`config.mk`:
```
export PLATFORM = sky130hd
export DESIGN_NAME = gated_coincidence_counter
export DESIGN_NICKNAME = d
export VERILOG_FILES = /design/src/rtl/gcc_pkg.sv /design/src/rtl/sync_edge.sv /design/src/rtl/gated_coincidence_counter.sv
export SDC_FILE = /design/constraint.sdc
export NUM_CORES = 1
export LEC_CHECK = 0
export BUFFER_PORTS_ARGS = -buffer_cell sky130_fd_sc_hd__buf_2
export CAP_MARGIN = 20
export CORE_MARGIN = 4
export CORE_UTILIZATION = 64
export CTS_CLUSTER_SIZE = 16
export DETAILED_ROUTE_END_ITERATION = 6
export GPL_ROUTABILITY_DRIVEN = 0
export PLACE_DENSITY = 0.85
export SETUP_SLACK_MARGIN = 0.3
export SYNTH_ARGS = -nofsm -noshare
export SYNTH_HDL_FRONTEND = slang
export SYNTH_HIERARCHICAL = 1
export SYNTH_SLANG_ARGS = --single-unit
```
`constraint.sdc`:
```
create_clock -name sys_clk -period 6.5 [get_ports sys_clk]
set_clock_uncertainty 0.15 [all_clocks]
set_input_delay 1.3 -clock sys_clk [delete_from_list [all_inputs] [get_ports sys_clk]]
set_output_delay 1.3 -clock sys_clk [all_outputs]
set_load 0.05 [all_outputs]
```
`src/rtl/gcc_pkg.sv`:
```
// rtl/gcc_pkg.sv - shared state type and default sizing for the coincidence counter
package gcc_pkg;

  typedef enum logic {
    IDLE  = 1'b0,
    COUNT = 1'b1
  } state_e;

  localparam int DEF_CNT_W       = 16;
  localparam int DEF_COINC_WIN   = 4;
  localparam int DEF_SYNC_STAGES = 2;

endpackage

```
`src/rtl/sync_edge.sv`:
```
// rtl/sync_edge.sv - multi-flop synchronizer with rising and any-edge pulse detection
module sync_edge #(
  parameter int STAGES = 2
) (
  input  logic clk,
  input  logic rst,
  input  logic din,
  output logic rise,
  output logic any_edge
);

  logic [STAGES-1:0] sync_q, sync_d;
  logic              prev_q, prev_d;

  always_comb begin
    sync_d = {sync_q[STAGES-2:0], din};
    prev_d = sync_q[STAGES-1];
  end

  always_ff @(posedge clk or posedge rst) begin
    if (rst) begin
      sync_q <= '0;
      prev_q <= 1'b0;
    end else begin
      sync_q <= sync_d;
      prev_q <= prev_d;
    end
  end

  assign rise     = sync_q[STAGES-1] & ~prev_q;
  assign any_edge = sync_q[STAGES-1] ^ prev_q;

endmodule

```
`src/rtl/gated_coincidence_counter.sv`:
```
// rtl/gated_coincidence_counter.sv - gated singles/coincidence counter with valid/ready snapshot
module gated_coincidence_counter
  import gcc_pkg::*;
#(
  parameter int CNT_W       = DEF_CNT_W,
  parameter int SYNC_STAGES = DEF_SYNC_STAGES,
  parameter int COINC_WIN   = DEF_COINC_WIN
) (
  input  logic             sys_clk,
  input  logic             reset,
  input  logic             gate_toggle,
  input  logic             det_a,
  input  logic             det_b,
  output logic [CNT_W-1:0] counts_a,
  output logic [CNT_W-1:0] counts_b,
  output logic [CNT_W-1:0] counts_coinc,
  output logic             counts_valid,
  input  logic             counts_ready,
  output logic             saturated,
  output logic             overrun
);

  localparam int WIN_W = $clog2(COINC_WIN + 1);

  logic ev_a, ev_b, bnd;
  logic a_any, b_any, g_rise;
  logic unused_edges;

  sync_edge #(.STAGES(SYNC_STAGES)) u_sync_a (
    .clk(sys_clk), .rst(reset), .din(det_a), .rise(ev_a), .any_edge(a_any));
  sync_edge #(.STAGES(SYNC_STAGES)) u_sync_b (
    .clk(sys_clk), .rst(reset), .din(det_b), .rise(ev_b), .any_edge(b_any));
  sync_edge #(.STAGES(SYNC_STAGES)) u_sync_g (
    .clk(sys_clk), .rst(reset), .din(gate_toggle), .rise(g_rise), .any_edge(bnd));

  assign unused_edges = ^{a_any, b_any, g_rise};

  state_e             state_q, state_d;
  logic [CNT_W-1:0]   acc_a_q, acc_a_d, acc_b_q, acc_b_d, acc_c_q, acc_c_d;
  logic [CNT_W-1:0]   snap_a_q, snap_a_d, snap_b_q, snap_b_d, snap_c_q, snap_c_d;
  logic [WIN_W-1:0]   win_a_q, win_a_d, win_b_q, win_b_d;
  logic               sat_win_q, sat_win_d;
  logic               valid_q, valid_d, sat_q, sat_d, ovr_q, ovr_d;

  logic               ev_a_c, ev_b_c, coinc, clip_a, clip_b, clip_c, load, xfer;
  logic [CNT_W-1:0]   sum_a, sum_b, sum_c;
  logic [WIN_W-1:0]   win_a_dec, win_b_dec;

  always_comb begin
    state_d   = state_q;
    acc_a_d   = acc_a_q;
    acc_b_d   = acc_b_q;
    acc_c_d   = acc_c_q;
    snap_a_d  = snap_a_q;
    snap_b_d  = snap_b_q;
    snap_c_d  = snap_c_q;
    sat_win_d = sat_win_q;

    ev_a_c = ev_a & (state_q == COUNT);
    ev_b_c = ev_b & (state_q == COUNT);
    coinc  = (ev_a_c & ev_b_c) | (ev_b_c & (|win_a_q)) | (ev_a_c & (|win_b_q));

    // Timers keep running across boundaries so a straddling pair lands in the new window.
    win_a_dec = (win_a_q != '0) ? win_a_q - 1'b1 : win_a_q;
    win_b_dec = (win_b_q != '0) ? win_b_q - 1'b1 : win_b_q;
    if (coinc) begin
      win_a_d = '0;
      win_b_d = '0;
    end else begin
      win_a_d = ev_a_c ? WIN_W'(COINC_WIN) : win_a_dec;
      win_b_d = ev_b_c ? WIN_W'(COINC_WIN) : win_b_dec;
    end

    clip_a = ev_a_c & (&acc_a_q);
    clip_b = ev_b_c & (&acc_b_q);
    clip_c = coinc  & (&acc_c_q);
    sum_a  = clip_a ? acc_a_q : acc_a_q + CNT_W'(ev_a_c);
    sum_b  = clip_b ? acc_b_q : acc_b_q + CNT_W'(ev_b_c);
    sum_c  = clip_c ? acc_c_q : acc_c_q + CNT_W'(coinc);

    load = (state_q == COUNT) & bnd;
    xfer = valid_q & counts_ready;

    if (state_q == IDLE) begin
      if (bnd) begin
        acc_a_d   = '0;
        acc_b_d   = '0;
        acc_c_d   = '0;
        sat_win_d = 1'b0;
        state_d   = COUNT;
      end
    end else if (bnd) begin
      snap_a_d  = sum_a;
      snap_b_d  = sum_b;
      snap_c_d  = sum_c;
      acc_a_d   = '0;
      acc_b_d   = '0;
      acc_c_d   = '0;
      sat_win_d = 1'b0;
    end else begin
      acc_a_d   = sum_a;
      acc_b_d   = sum_b;
      acc_c_d   = sum_c;
      sat_win_d = sat_win_q | clip_a | clip_b | clip_c;
    end

    valid_d = load | (valid_q & ~counts_ready);
    sat_d   = load ? (sat_win_q | clip_a | clip_b | clip_c) : (sat_q & ~xfer);
    ovr_d   = load ? (valid_q & ~counts_ready) : (ovr_q & ~xfer);
  end

  always_ff @(posedge sys_clk or posedge reset) begin
    if (reset) begin
      state_q   <= IDLE;
      acc_a_q   <= '0;
      acc_b_q   <= '0;
      acc_c_q   <= '0;
      snap_a_q  <= '0;
      snap_b_q  <= '0;
      snap_c_q  <= '0;
      win_a_q   <= '0;
      win_b_q   <= '0;
      sat_win_q <= 1'b0;
      valid_q   <= 1'b0;
      sat_q     <= 1'b0;
      ovr_q     <= 1'b0;
    end else begin
      state_q   <= state_d;
      acc_a_q   <= acc_a_d;
      acc_b_q   <= acc_b_d;
      acc_c_q   <= acc_c_d;
      snap_a_q  <= snap_a_d;
      snap_b_q  <= snap_b_d;
      snap_c_q  <= snap_c_d;
      win_a_q   <= win_a_d;
      win_b_q   <= win_b_d;
      sat_win_q <= sat_win_d;
      valid_q   <= valid_d;
      sat_q     <= sat_d;
      ovr_q     <= ovr_d;
    end
  end

  assign counts_a     = snap_a_q;
  assign counts_b     = snap_b_q;
  assign counts_coinc = snap_c_q;
  assign counts_valid = valid_q;
  assign saturated    = sat_q;
  assign overrun      = ovr_q;

endmodule

```
==> flow_summary.yaml, run 1 <==
worst_setup_path:
  cp.required_ps: 6780
  crit_top_cell: "ha_1"
  critPathKind: "flip-flop to flip-flop"
  slowest_delay_ps: 400
  r2r_end: "acc_c_q[10]"
  end_kind: "flip-flop"
  cp_max_fo: 7
  r2r_cells: 13
  reg2reg_slack_ps: 3010
  slowest_stage: "or3_1"
  start_kind: "flip-flop"
  cp.arrival_ps: 3770
  crit-reg2reg-launch: "win_b_q[0]"
  path_cells: "inv_1 -> ha_1 -> ha_1 -> nand2b_2 -> a22oi_4 -> nor2_1 -> ha_1 -> ha_1 -> and3_1 -> nand3_1 -> or3_1 -> or3_1 -> a21oi_1"
clocking:
  clkSlewWorstSetupHoldPaths_ps: 60
  cts_tree: "built"
  cts_buffer_depth: 2
  clock-sinks: 116
  clk_latency_ps: 510
  ctsResizeCount: 0
  cts_made_buffers: 17
  cts.hold.buffers_added: 0
  root_buffer: "clkbuf_8"
  post_cts_buffers: 0
  htreeDepth: 4
sta:
  period_needed_ps: 3490
  grt_setup_unrepaired: "no"
  setup_tns_ps: 0
  timing.final.ws_setup_ps: 3010
  finalMaxSlewViolations: 0
  worst_pin_slew_ps: 881
  hold_viol: 0
  finalSetupViolCount: 0
  timing.fmax_mhz: 286
  slew_headroom_pct: 41.1
  finalCritPeriodShare_pct: 53.7
detailed_routing:
  routed_wl_um: 13400
  vias_per_cell: 6.20
  antenna_left: 0
  firstDrtPassIters: 5
  vias: 4858
  first_iter_violations: 358
  drc_errors: 0
  wl_per_cell_um: 17.1
cells_and_area:
  fin_nets: 681
  num_antenna_cells: 0
  drive_gt1_share_pct: 16.4
  fin_util_pct: 76.8
  area_growth_pct: 15.9
global_routing:
  grt_max_degree: 70
  track_usage_pct: 26.8
  antenna_found_initial: 0
  grt-ovfl-total: 0
  grt_pass1_vias: 4631
  grt_pass1_wl_um: 22400
floorplanning:
  ios: 57
  initial_core_util_pct: 66.3
  num_rows: 34
  core_mm2: 0.00881
  die_h_um: 103
  dieArea_mm2: 0.0107
  die_w_um: 103
power_and_ir_drop:
  leakage_uw: 0.00310
  power_density_mw_per_mm2: 305
  ir_drop_mv: 0.267
run:
  cap_violations: 0
synthesis:
  syn_avg_cell_area_um2: 9.44
  syn_inst: 618
  ys_warn_count: 6
  syn_nets: 636
  syn_area_mm2: 0.00583
worst_hold_path:
  hold_path_class: "flip-flop to flip-flop"
  whs_path_depth: 0
  hold_path_startpoint: "u_sync_b/sync_q[0]"
  hold-path-endpoint: "u_sync_b/sync_q[1]"
outcome:
  status: "completed"
placement:
  place_ws_ps: 3190
  io_buffers: 56
  dp_hpwl_um: 8330
## placed cells by master (no fill, tap or decap), drive strengths merged, types with 9 or more instances in the layout
cell type,count
ha,12
xor2,25
and2,9
or4,9
nor4,10
nor2,69
o31ai,11
and3,13
nand3,15
buf,61
or3,17
clkbuf,24
xnor2,19
nand4,14
nand2,63
nor3,17
a31oi,12
dfrtp,116
a21oi,23
o21ai,61
o211ai,14
inv,19
## layer usage
layer	GRT usage, %	vias to the layer above	wire, um
li1	-	2270	-
met1	36.1	2358	5580
met2	43.7	204	6720
met3	5.50	26	858
met4	8.67	0	213
met5	0	-	0
## critical path, delay by kind of cell, from the launching register on
kind	cells	cell delay (ps)
flip-flops	1	360
AO/OA/AOI/OAI	2	270
buffers and inverters	1	50
adder cells (fa/ha/maj)	4	950
AND/OR/NAND/NOR	6	1630
## sequential cells by signal (all words and copies together) (netlist names)
| name | count |
|---|---|
| acc_a_q | 16 |
| acc_b_q | 16 |
| acc_c_q | 16 |
| counts_a | 16 |
| counts_b | 16 |
| counts_coinc | 16 |
| counts_valid | 1 |
| overrun | 1 |
| sat_win_q | 1 |
| saturated | 1 |
| state_q | 1 |
| u_sync_a/prev_q | 1 |
| u_sync_a/sync_q | 2 |
| u_sync_b/prev_q | 1 |
| u_sync_b/sync_q | 2 |
| u_sync_g/prev_q | 1 |
| u_sync_g/sync_q | 2 |
| win_a_q | 3 |
| win_b_q | 3 |
## stage by stage
step                area, um2  power [uW]  std cells  hold WS, ps
floorplan                5830        1020        618          181
global placement         6120        1070        751          188
detailed placement       6120        1090        751          186
CTS                      6750        2070        783          198
global route             6760        2140        784          208
finish                   6760        2060        784          195
## layout make-up
type	count	area, um2
clock buffers	24	480
repair buffers	61	322
flip-flops and latches	116	2900
well taps	108	135
fillers	581	2050
inverters	19	73.8
clock inverters	8	146
multi-input cells	448	2700
## power breakdown
group          switching (uW)  internal (uW)
logic                     208           82.6
registers                28.9            767
clock network             314            663
total                     551           1510
## worst max-delay path by stage
stage          slack [ps]  depth (start not counted)  startpoint     endpoint
2_1_floorplan        2230                          1       reset   acc_a_q[0]
3_3_place_gp         3390                         13  win_b_q[0]  acc_c_q[10]
3_5_place_dp         3190                         13  win_b_q[0]  acc_c_q[10]
4_1_cts              3080                         13  win_b_q[0]  acc_c_q[10]
5_1_grt              2830                         13  win_b_q[0]  acc_c_q[14]
6_report             3010                         13  win_b_q[0]  acc_c_q[10]
(Power assumes the default switching activity.)
==> run 2, diff against run 1 <==
- CORE_UTILIZATION: 64 -> 54
- PLACE_DENSITY: 0.85 -> 0.77
- clock period: 6.5 -> 3 ns (I/O delays scaled with it)
==> flow_summary.yaml, run 2 (synthesis gave the netlist of run 1 again) <==
sta:
  timing.fmax_mhz: 374
  finalCritPeriodShare_pct: 89.2
  period_needed_ps: 2680
  grt_setup_unrepaired: "yes"
  hold_viol: 0
  finalMaxSlewViolations: 0
  slew_headroom_pct: 48.1
  finalSetupViolCount: 0
  worst_pin_slew_ps: 777
  setup_tns_ps: 0
  finalHoldWorstSlack_ps: 35.5
  timing.final.ws_setup_ps: 323
global_routing:
  antenna_found_initial: 0
  grt_pass1_vias: 4920
  grt_max_degree: 58
  grt-ovfl-total: 0
  track_usage_pct: 22.6
  grt_pass1_wl_um: 23200
clocking:
  root_buffer: "clkbuf_8"
  htreeDepth: 4
  clock-sinks: 116
  clkSlewWorstSetupHoldPaths_ps: 50
  clk_latency_ps: 520
  cts_made_buffers: 17
  cts_tree: "built"
  cts_buffer_depth: 2
cells_and_area:
  fillers: 844
  mostFrequentLayoutCells: "dfrtp_1 (115), nor2_1 (68), nand2_1 (62), o21ai_0 (58), buf_2 (56)"
  layout_commonest_cell: "dfrtp_1"
  fin_nets: 698
  design_area_mm2: 0.00697
  num_antenna_cells: 0
  drive_gt1_share_pct: 20.9
  area_growth_pct: 19.4
detailed_routing:
  antenna_left: 0
  vias: 4807
  wl_per_cell_um: 16.1
  firstDrtPassIters: 5
  routed_wl_um: 13300
  first_iter_violations: 271
  vias_per_cell: 5.82
  drc_errors: 0
worst_setup_path:
  start_kind: "flip-flop"
  crit_top_cell: "ha_4"
  cp.arrival_ps: 2980
  critPathKind: "flip-flop to flip-flop"
  slowest_delay_ps: 360
  cp_max_fo: 6
  path_cells: "inv_1 -> ha_2 -> ha_4 -> nand2b_4 -> a22oi_4 -> nor2_4 -> ha_4 -> ha_4 -> and3_4 -> nand3_4 -> or3_4 -> or3_1 -> a21oi_2"
  cp.required_ps: 3300
  end_kind: "flip-flop"
  slowest_stage: "or3_4"
power_and_ir_drop:
  ir_drop_mv: 0.338
  leakage_uw: 0.00315
  power_density_mw_per_mm2: 612
placement:
  place_ws_ps: 92.6
  dp_hpwl_um: 8960
  place_area_mm2: 0.00634
  io_buffers: 56
floorplanning:
  core_mm2: 0.0104
  num_rows: 37
  die_h_um: 112
  dieArea_mm2: 0.0125
  ios: 57
  initial_core_util_pct: 56.0
  die_w_um: 112
outcome:
  status: "completed"
worst_hold_path:
  hold_path_class: "input pin to flip-flop"
run:
  cap_violations: 0
## run 2: cell types whose count changed in the layout (fill, tap and decap cells not counted), moves of 3 or more
| cell | previous run | this run |
|---|---|---|
| ha_4 | 0 | 3 |
| buf_4 | 4 | 20 |
| bufinv_16 | 4 | 1 |
| and3_1 | 13 | 10 |
| ha_2 | 0 | 3 |
| ha_1 | 12 | 6 |
## run 2: path summary, 6_finish.rpt
path	end	start	slack, ps	depth (start not counted)
max	acc_c_q[10]	win_b_q[1]	320	13
min	u_sync_g/sync_q[0]	gate_toggle	40	1
max reg2reg	acc_c_q[10]	win_b_q[1]	320	13
min reg2reg	u_sync_a/sync_q[1]	u_sync_a/sync_q[0]	200	0
max in group asynchronous	state_q	reset	1340	4
min in group asynchronous	u_sync_b/prev_q	reset	380	3
## run 2: power breakdown
part / internal (uW) / leakage, uW / switching, uW
Sequential: 1660 / 0.00156 / 62.1
Clock: 1140 / 0.000257 / 665
Combinational: 252 / 0.00133 / 476
## run 2: layer usage
metal	global-route usage, %	share of wire (%)	up-vias
met4	8.33	2.2	0
met2	38.0	51	137
met5	0	0	-
li1	-	-	2302
met3	5.54	5.0	31
met1	28.5	42	2337
## run 2: cell type report
type                            count  area [um2]  area share [%]
Sequential cell                   116        2900            41.7
Multi-Input combinational cell    448        2830            40.7
Clock buffer                       24         470            6.75
Timing Repair Buffer               78         460            6.61
Tap cell                          136         170            2.44
Inverter                           19        75.1            1.08
Clock inverter                      5        52.6           0.754
## run 2: through the flow
| stage | power (uW) | cells | util [%] |
|---|---|---|---|
| after floorplan | 2260 | 618 | - |
| after global placement | 2390 | 791 | 60.8 |
| after detailed placement | 2430 | 791 | 60.8 |
| after CTS | 4280 | 826 | 66.5 |
| after global routing | 4460 | 826 | 66.9 |
| final | 4260 | 826 | 66.9 |
## run 2: worst max-delay path, delay by kind of cell (launching register included)
family                   cells  cell delay (ps)
AO/OA/AOI/OAI                2              210
adder cells (fa/ha/maj)      4              650
buffers and inverters        1               50
flip-flops                   1              350
AND/OR/NAND/NOR              6             1200
## run 2: repair_timing
item                                    in CTS  in global routing
hold buffers                                 1                  0
resized for setup                            5                 11
buffers inserted                             5                  0
hold endpoints to repair                     9                  0
endpoints found under the setup margin      14                 22
pin swaps                                    5                  0
==> run 3, diff against run 2 <==
- RECOVER_POWER: not set -> 50
==> flow_summary.yaml, run 3 (synthesis gave the netlist of run 1 again) <==
clocking:
  clkSlewWorstSetupHoldPaths_ps: 50
  cts_buffer_depth: 2
  cts_tree: "built"
  cts_made_buffers: 17
  clock-sinks: 116
  root_buffer: "clkbuf_8"
  clk_latency_ps: 530
  htreeDepth: 4
sta:
  finalMaxSlewViolations: 35
  worst_pin_slew_ps: 1600
  finalCritPeriodShare_pct: 92.1
  timing.fmax_mhz: 362
  finalSetupViolCount: 0
  timing.final.ws_setup_ps: 237
  period_needed_ps: 2760
  setup_tns_ps: 0
  grt_setup_unrepaired: "yes"
  hold_viol: 0
  slew_headroom_pct: -7.48
global_routing:
  antenna_found_initial: 0
  track_usage_pct: 22.6
  grt_pass1_wl_um: 23200
  grt-ovfl-total: 0
  grt_pass1_vias: 4920
  grt_max_degree: 58
power_and_ir_drop:
  power_density_mw_per_mm2: 613
  power_uw: 4230
  leakage_uw: 0.00307
  ir_drop_mv: 0.342
placement:
  place_ws_ps: 92.6
  io_buffers: 56
  dp_hpwl_um: 8960
  place_area_mm2: 0.00634
worst_setup_path:
  cp_max_fo: 6
  cp.required_ps: 3310
  path_buf_inv: 1
  end_kind: "flip-flop"
  slowest_stage: "or3_4"
  cp.arrival_ps: 3070
  crit_top_cell: "ha_4"
  path_depth: 13
  path_cells: "inv_1 -> ha_1 -> ha_4 -> nand2b_4 -> a22oi_1 -> nor2_4 -> ha_4 -> ha_4 -> and3_4 -> nand3_4 -> or3_4 -> or3_1 -> a21oi_2"
  cp-endpoint: "acc_c_q[10]"
  start_kind: "flip-flop"
  r2r_cells: 13
  r2r_end: "acc_c_q[10]"
  worst_path_dominant_cell_family: "simple AND/OR/NAND/NOR gates"
  crit-reg2reg-launch: "win_b_q[1]"
  reg2reg_slack_ps: 240
  slowest_delay_ps: 360
  cp-startpoint: "win_b_q[1]"
  critPathKind: "flip-flop to flip-flop"
floorplanning:
  die_w_um: 112
  die_h_um: 112
  core_mm2: 0.0104
  num_rows: 37
  initial_core_util_pct: 56.0
  dieArea_mm2: 0.0125
  ios: 57
cells_and_area:
  fin_nets: 698
  layout_commonest_cell: "dfrtp_1"
  drive_gt1_share_pct: 18.7
  design_area_mm2: 0.00691
  mostFrequentLayoutCells: "dfrtp_1 (115), nor2_1 (68), nand2_1 (62), o21ai_0 (58), buf_2 (47)"
  area_growth_pct: 18.4
  num_antenna_cells: 0
  fillers: 862
run:
  cap_violations: 1
worst_hold_path:
  hold_path_class: "input pin to flip-flop"
  hold_path_startpoint: "gate_toggle"
detailed_routing:
  antenna_left: 0
  routed_wl_um: 13300
  vias_per_cell: 5.79
  wl_per_cell_um: 16.0
  drc_errors: 0
  firstDrtPassIters: 5
  vias: 4784
  first_iter_violations: 259
outcome:
  status: "complete, but fails checks"
  violations: "max-capacitance violations, max-slew violations"
==> run 3: what timing repair did <==
action,CTS,global route
hold buffers,1,0
pin swaps,5,0
hold endpoints to repair,9,0
endpoints found under the setup margin,14,22
setup buffers,5,0
resized for setup,5,11
==> run 3: stage by stage <==
step / hold slack (ps) / std cells / util [%]
after floorplan: 181 / 618 / -
after global placement: 188 / 791 / 60.8
after detailed placement: 190 / 791 / 60.8
after CTS: 21.6 / 826 / 66.5
after global routing: 19.5 / 826 / 66.3
final: 32.3 / 826 / 66.3
==> run 3: layout make-up <==
cell class                      count  area (um2)  share of cell area (%)
Clock buffer                       24         470                    6.81
Clock inverter                      5        52.6                   0.761
Inverter                           19        72.6                    1.05
Multi-Input combinational cell    448        2800                    40.6
Sequential cell                   116        2900                    42.0
Tap cell                          136         170                    2.46
Timing Repair Buffer               78         435                    6.30
==> run 3: layer usage <==
| layer | global-route usage [%] | part of all wire [%] | vias to the layer above |
|---|---|---|---|
| met2 | 38.0 | 51 | 133 |
| met4 | 8.33 | 2.3 | 0 |
| met3 | 5.54 | 4.8 | 31 |
| met1 | 28.5 | 42 | 2318 |
| met5 | 0 | 0 | - |
| li1 | - | - | 2302 |
==> run 3: worst min-delay path by stage <==
| stage | endpoint | depth (start not counted) |
|---|---|---|
| 6_report | u_sync_g/sync_q[0] | 1 |
| 5_1_grt | u_sync_a/sync_q[0] | 1 |
| 4_1_cts | u_sync_g/sync_q[0] | 1 |
| 3_5_place_dp | u_sync_a/sync_q[1] | 0 |
| 3_3_place_gp | u_sync_a/sync_q[1] | 0 |
| 2_1_floorplan | u_sync_a/sync_q[1] | 0 |
==> run 3: where the power goes <==
| part | internal, uW | switching (uW) |
|---|---|---|
| Sequential | 1660 | 62.2 |
| Clock | 1140 | 667 |
| Combinational | 231 | 466 |
==> run 3: worst reg2reg max path, delay by kind of cell (launching register included) <==
kind | cells | cell delay (ps)
fa+ha+maj | 4 | 690
compound gates | 2 | 260
flops | 1 | 350
simple gates | 6 | 1210
buf+inv | 1 | 50
